`src/rtl/regfile_dump_unit_if.sv`:
```
// regfile_dump_unit_if: valid/ready word stream carrying dump words out of the debug readout engine.
interface regfile_dump_unit_if #(
    parameter int DATA_W = 32,
    parameter int IDX_W  = 4
);
    logic              out_valid;
    logic              out_ready;
    logic [DATA_W-1:0] out_data;
    logic [IDX_W-1:0]  out_idx;
    logic              out_last;
    modport master (output out_valid, out_data, out_idx, out_last, input out_ready);
    modport slave  (input out_valid, out_data, out_idx, out_last, output out_ready);
endinterface

```
`src/rtl/regfile_dump_unit.sv`:
```
// regfile_dump_unit: on a halt_req rising edge, stalls the core and streams PC then R0..R(NUM_REGS-1).
// Define DUMP_CHECKSUM_EN to append an XOR checksum word after the last register.
module regfile_dump_unit #(
    parameter int DATA_W   = 32,
    parameter int NUM_REGS = 8,
    parameter int ADDR_W   = 3,
    parameter int IDX_W    = 4
) (
    input  logic              clk,
    input  logic              rst_n,
    input  logic              halt_req,
    input  logic [DATA_W-1:0] pc_in,
    output logic [ADDR_W-1:0] rd_addr,
    input  logic [DATA_W-1:0] rd_data,
    output logic              cpu_stall,
    output logic              dump_done,
    regfile_dump_unit_if.master s
);
    typedef enum logic [2:0] {IDLE, FREEZE, LOAD, SEND, DONE} state_t;
    state_t            state, state_nx;
    logic [IDX_W-1:0]  idx;
    logic              prev;
    logic              hs;
    logic [DATA_W-1:0] word;
`ifdef DUMP_CHECKSUM_EN
    localparam logic [IDX_W-1:0] LAST = IDX_W'(NUM_REGS + 1);
    logic [DATA_W-1:0] csum;
    always_ff @(posedge clk or negedge rst_n) begin
        if (!rst_n) csum <= '0;
        else if (state == FREEZE) csum <= '0;
        else if (state == LOAD) csum <= csum ^ word;
    end
    assign word = idx == '0 ? pc_in : idx == LAST ? csum : rd_data;
`else
    localparam logic [IDX_W-1:0] LAST = IDX_W'(NUM_REGS);
    assign word = idx == '0 ? pc_in : rd_data;
`endif
    assign hs = s.out_valid & s.out_ready;
    always_ff @(posedge clk or negedge rst_n) begin
        if (!rst_n) state <= IDLE;
        else state <= state_nx;
    end
    always_comb begin
        state_nx = state;
        case (state)
            IDLE:    state_nx = (halt_req & ~prev) ? FREEZE : IDLE;
            FREEZE:  state_nx = LOAD;
            LOAD:    state_nx = SEND;
            SEND:    state_nx = hs ? (s.out_last ? DONE : LOAD) : SEND;
            default: state_nx = IDLE;
        endcase
    end
    always_comb begin
        cpu_stall = state != IDLE;
        dump_done = state == DONE;
        rd_addr   = (state == LOAD && idx != '0 && idx <= IDX_W'(NUM_REGS)) ? ADDR_W'(idx - 1'b1) : '0;
    end
    // Stream word registers only change on LOAD or on a handshake, so they hold under backpressure.
    always_ff @(posedge clk or negedge rst_n) begin
        if (!rst_n) begin
            prev        <= 1'b0;
            idx         <= '0;
            s.out_valid <= 1'b0;
            s.out_data  <= '0;
            s.out_idx   <= '0;
            s.out_last  <= 1'b0;
        end else begin
            prev <= halt_req;
            if (state == FREEZE) idx <= '0;
            if (state == LOAD) begin
                s.out_valid <= 1'b1;
                s.out_data  <= word;
                s.out_idx   <= idx;
                s.out_last  <= idx == LAST;
            end
            if (state == SEND && hs) begin
                s.out_valid <= 1'b0;
                if (!s.out_last) idx <= idx + 1'b1;
            end
        end
    end
endmodule

```
`src/flat_wrapper.sv`:
```
// flat-port wrapper written by rule: the top's interface ports become plain ports
module regfile_dump_unit_flat 
#(
    parameter int DATA_W   = 32,
    parameter int NUM_REGS = 8,
    parameter int ADDR_W   = 3,
    parameter int IDX_W    = 4
)
  (clk, rst_n, halt_req, pc_in, rd_addr, rd_data, cpu_stall, dump_done, s_out_valid, s_out_data, s_out_idx, s_out_last, s_out_ready);
  regfile_dump_unit_if #(.DATA_W(DATA_W), .IDX_W(IDX_W)) s_i ();
  input  logic clk;
  input  logic rst_n;
  input  logic halt_req;
  input  logic [DATA_W-1:0] pc_in;
  output logic [ADDR_W-1:0] rd_addr;
  input  logic [DATA_W-1:0] rd_data;
  output logic cpu_stall;
  output logic dump_done;
  output wire logic [$bits(s_i.out_valid)-1:0] s_out_valid;
  output wire logic [$bits(s_i.out_data)-1:0] s_out_data;
  output wire logic [$bits(s_i.out_idx)-1:0] s_out_idx;
  output wire logic [$bits(s_i.out_last)-1:0] s_out_last;
  input wire logic [$bits(s_i.out_ready)-1:0] s_out_ready;
  assign s_out_valid = s_i.out_valid;
  assign s_out_data = s_i.out_data;
  assign s_out_idx = s_i.out_idx;
  assign s_out_last = s_i.out_last;
  assign s_i.out_ready = s_out_ready;
  regfile_dump_unit #(.DATA_W(DATA_W), .NUM_REGS(NUM_REGS), .ADDR_W(ADDR_W), .IDX_W(IDX_W)) u_core (.clk(clk), .rst_n(rst_n), .halt_req(halt_req), .pc_in(pc_in), .rd_addr(rd_addr), .rd_data(rd_data), .cpu_stall(cpu_stall), .dump_done(dump_done), .s(s_i));
endmodule
```
`config.mk`:
```
export PLATFORM = sky130hd
export DESIGN_NAME = regfile_dump_unit_flat
export DESIGN_NICKNAME = d
export VERILOG_FILES = /design/src/rtl/regfile_dump_unit_if.sv /design/src/rtl/regfile_dump_unit.sv /design/src/flat_wrapper.sv
export SDC_FILE = /design/constraint.sdc
export NUM_CORES = 1
export LEC_CHECK = 0
export ABC_AREA = 1
export CAP_MARGIN = 0
export CORE_MARGIN = 5
export CORE_UTILIZATION = 43
export CTS_BUF_LIST = sky130_fd_sc_hd__clkbuf_4 sky130_fd_sc_hd__clkbuf_8
export CTS_CLUSTER_DIAMETER = 80
export DETAILED_ROUTE_END_ITERATION = 7
export GPL_TIMING_DRIVEN = 0
export PLACE_DENSITY = 0.83
export SYNTH_ARGS = -nofsm -noshare
export SYNTH_HDL_FRONTEND = slang
export SYNTH_SLANG_ARGS = --single-unit
```
`constraint.sdc`:
```
create_clock -name clk -period 1.95 [get_ports clk]
set_clock_uncertainty 0.15 [all_clocks]
set_input_delay 0.2925 -clock clk [delete_from_list [all_inputs] [get_ports clk]]
set_output_delay 0.2925 -clock clk [all_outputs]
set_load 0.01 [all_outputs]
```
==> metrics.csv <==
stage;metric;value;unit
finish;fin_nets;484;
setup_path;timing.rr.end;u_core.s.out_data[8]$_DFFE_PN0N_;
logic_synthesis;seq_area_frac_synth;48.4;%
setup_path;worst_ep_arrival_time;1450;ps
logic_synthesis;async_flop_share;100;%
run_status;outcome;finished, final reports clean;
global_routing;gr-usage-met3;6.48;%
logic_synthesis;synth_cell_types;24;
global_routing;busiest_layer;met2;
floorplanning;coreArea;5440;µm²
setup_path;worst_ep_required_time;1510;ps
setup_path;crit_path_end_kind;primary output;
finish;antenna_cells;0;
finish;drive_gt1_share;12.6;%
job;max-cap-violations;0;
floorplanning;rows;27;
global_routing;gr-usage-all-layers;18.4;%
timing;slew_violations;0;
placed_design;io_buffers;110;
logic_synthesis;ys.flop_type;dfrtp_1;
global_routing;antenna_found_initial;0;
setup_path;critical_path.slowest_cell;dfrtp_1;
placed_design;hpwl;4860;µm
setup_path;start_kind;flip-flop;
timing;tightest_slew;300;ps
setup_path;crit_chain;inv_2 -> ha_4 -> nand2_1 -> nand2_1 -> nand3_2 -> nor2_1 -> buf_2;
power;peakVddDrop;657;µV
clocking;cts_root_buffer;clkbuf_8;
route;wl_per_cell;13.4;µm
logic_synthesis;synth_warnings;0;
timing;whs;194;ps
floorplanning;die-area;7120;µm²
floorplanning;ios;111;
setup_path;reg2reg_slack;200;ps
global_routing;grt_use_met1;20.3;%
logic_synthesis;synth_area;2380;µm²
logic_synthesis;postSynthAreaPerCell;8.26;µm²
timing;rsz0062_at_grt;yes;
setup_path;slowest_delay;410;ps
floorplanning;fp.dieH;84.4;µm
logic_synthesis;synth_common_cells;114 x nand2_1, 46 x dfrtp_1, 40 x inv_1;
logic_synthesis;yosysMostFrequentCell;nand2_1;
clocking;clkSinkCount;46;
power;powerDensity;1520;nW/µm²
finish;fillCellCount;453;
global_routing;grt_max_degree;42;
logic_synthesis;synth_seq_cells;46;
timing;final.period_utilization;97.0;%
timing;hold_viol;0;
setup_path;reg2reg_depth;8;
placed_design;place.gp.congestion;0.781;
logic_synthesis;yosysTopAreaCell;dfrtp_1;
clocking;htreeDepth;2;
route;routed_wl;6530;µm
timing;fin_crit;1890;ps
clocking;cts_tree;built;
clocking;clk_latency;300;ps
logic_synthesis;synth_top_cell_area_share;48.4;%
worst_hold_path;hold_path.class;primary input to async pin;
setup_path;r2r_start;u_core.idx[0]$_DFF_PN0_;
clocking;cts_buffers;5;
logic_synthesis;synth-edff-count;0;
global_routing;grt_pass1_wl;10700;µm
global_routing;grt.overflow.total;0;
power;p_leak;1.88;nW
clocking;clk_path_buf_depth;2;
timing;max_freq;529;MHz
timing;finalSetupViolCount;0;
timing;relSlewSlack;80.0;%
logic_synthesis;synthTopCellsByArea;dfrtp_1 48%, nand2_1 18%, o211ai_1 10%, inv_1 6.3%, buf_6 3.8%;
route;drtIter0Drc;88;
setup_path;path_common_cell;nand2_1;
global_routing;gr-usage-met2;33.3;%
global_routing;grt_pass1_vias;2325;
logic_synthesis;synthesis.instances;288;
power;power;5.74;mW
route;vias;2317;
setup_path;crit_fanout;3;
floorplanning;die_x;84.4;µm
floorplanning;start_util;43.7;%
clocking;clk_pin_slew;90;ps
logic_synthesis;synthesis.nets;359;
route;dr.pass1.iters;4;
setup_path;setup.worst_path.class;flip-flop to primary output;
route;post-route-drc-count;0;
finish;area_growth;58.5;%
route;avgViaCountPerCell;4.77;
route;antenna_left;0;
==> cell type report <==
class | count | area, µm² | area share [%]
multi-input cells | 184 | 962 | 25.5
clock buffers | 5 | 68.8 | 1.82
repair buffers | 119 | 1160 | 30.8
flip-flops and latches | 46 | 1150 | 30.6
plain buffers | 14 | 128 | 3.38
inverters | 43 | 163 | 4.31
clock inverters | 3 | 43.8 | 1.16
well taps | 72 | 90.1 | 2.39
==> metal layers <==
metal,share of wire (%),wire length [µm]
met5,0,0
met4,1.6,104
met3,8.3,542
met2,50,3260
met1,40,2620
==> stage by stage <==
stage | TNS, ps | area (µm²) | std cells | util, % | worst slack (ps)
after floorplan | 0 | 2380 | 288 | - | 248
after global placement | -38210 | 3570 | 470 | 65.6 | -807
after detailed placement | -1190 | 3580 | 471 | 65.9 | -403
after CTS | 0 | 3770 | 486 | 69.3 | 30.8
after global routing | -31.8 | 3770 | 486 | 69.3 | -15.9
final | 0 | 3770 | 486 | 69.3 | 59.2
==> sequential cells by signal (all words and copies together), names as in the netlist <==
register	cells
u_core.s.out_data	32
u_core.state	3
u_core.s.out_idx	4
u_core.s.out_last	1
u_core.s.out_valid	1
u_core.prev	1
u_core.idx	4
==> report_power, final <==
group | total, mW | leakage [nW] | switching, mW | internal (mW)
registers | 1.67 | 0.563 | 0.264 | 1.40
clock network | 0.724 | 0.0585 | 0.339 | 0.384
logic | 3.34 | 1.26 | 1.71 | 1.63
==> worst max-delay path by stage <==
| stage | slack [ps] | cells past startpoint | from | end |
|---|---|---|---|---|
| after floorplan | 250 | 6 | u_core.idx[0]$_DFF_PN0_ | rd_addr[0] |
| after global placement | -810 | 1 | rst_n | u_core.s.out_data[4]$_DFFE_PN0N_ |
| after detailed placement | -400 | 7 | u_core.idx[0]$_DFF_PN0_ | rd_addr[0] |
| after CTS | 30 | 3 | u_core.state[1]$_DFF_PN0_ | cpu_stall |
| after global routing | -20 | 7 | u_core.idx[0]$_DFF_PN0_ | rd_addr[1] |
| final | 60 | 7 | u_core.idx[0]$_DFF_PN0_ | rd_addr[2] |
==> cell usage in the layout, fill, tap and decap left out, types with 3 or more instances in the layout <==
master / count
buf_4: 10
o21ai_1: 5
nor2_1: 4
buf_2: 7
buf_6: 8
o211ai_1: 32
dfrtp_1: 44
inv_1: 38
clkbuf_8: 5
nand3_1: 7
inv_2: 4
clkdlybuf4s50_1: 105
nor3_1: 3
nand2_1: 114
==> logic make-up (layout without fill, tap and decap cells) <==
group                      after synthesis  in the layout  synth area share [%]
and+or+nand+nor                        140            140                  25.2
buffers and inverters                   58            184                  12.4
DFF                                     46             46                  48.4
AOI/OAI and AO/OA                       39             39                  11.7
adders and majority gates                3              3                  1.58
xor gates and xnor gates                 2              2                 0.737
==> timing repair <==
| item | CTS | global route |
|---|---|---|
| pin swaps | 2 | 0 |
| buffers inserted | 7 | 0 |
| gates cloned | 0 | 0 |
| setup endpoints to repair | 5 | 2 |
| endpoints found under the hold margin | 46 | 0 |
| hold buffers | 1 | 0 |
| resized for setup | 21 | 2 |
==> critical path, delay by kind of cell, from the launching register on <==
kind	cells	cell delay, ps
flops	1	410
simple gates	4	330
buf+inv	2	240
fa+ha+maj	1	170
(Power assumes the default switching activity.)
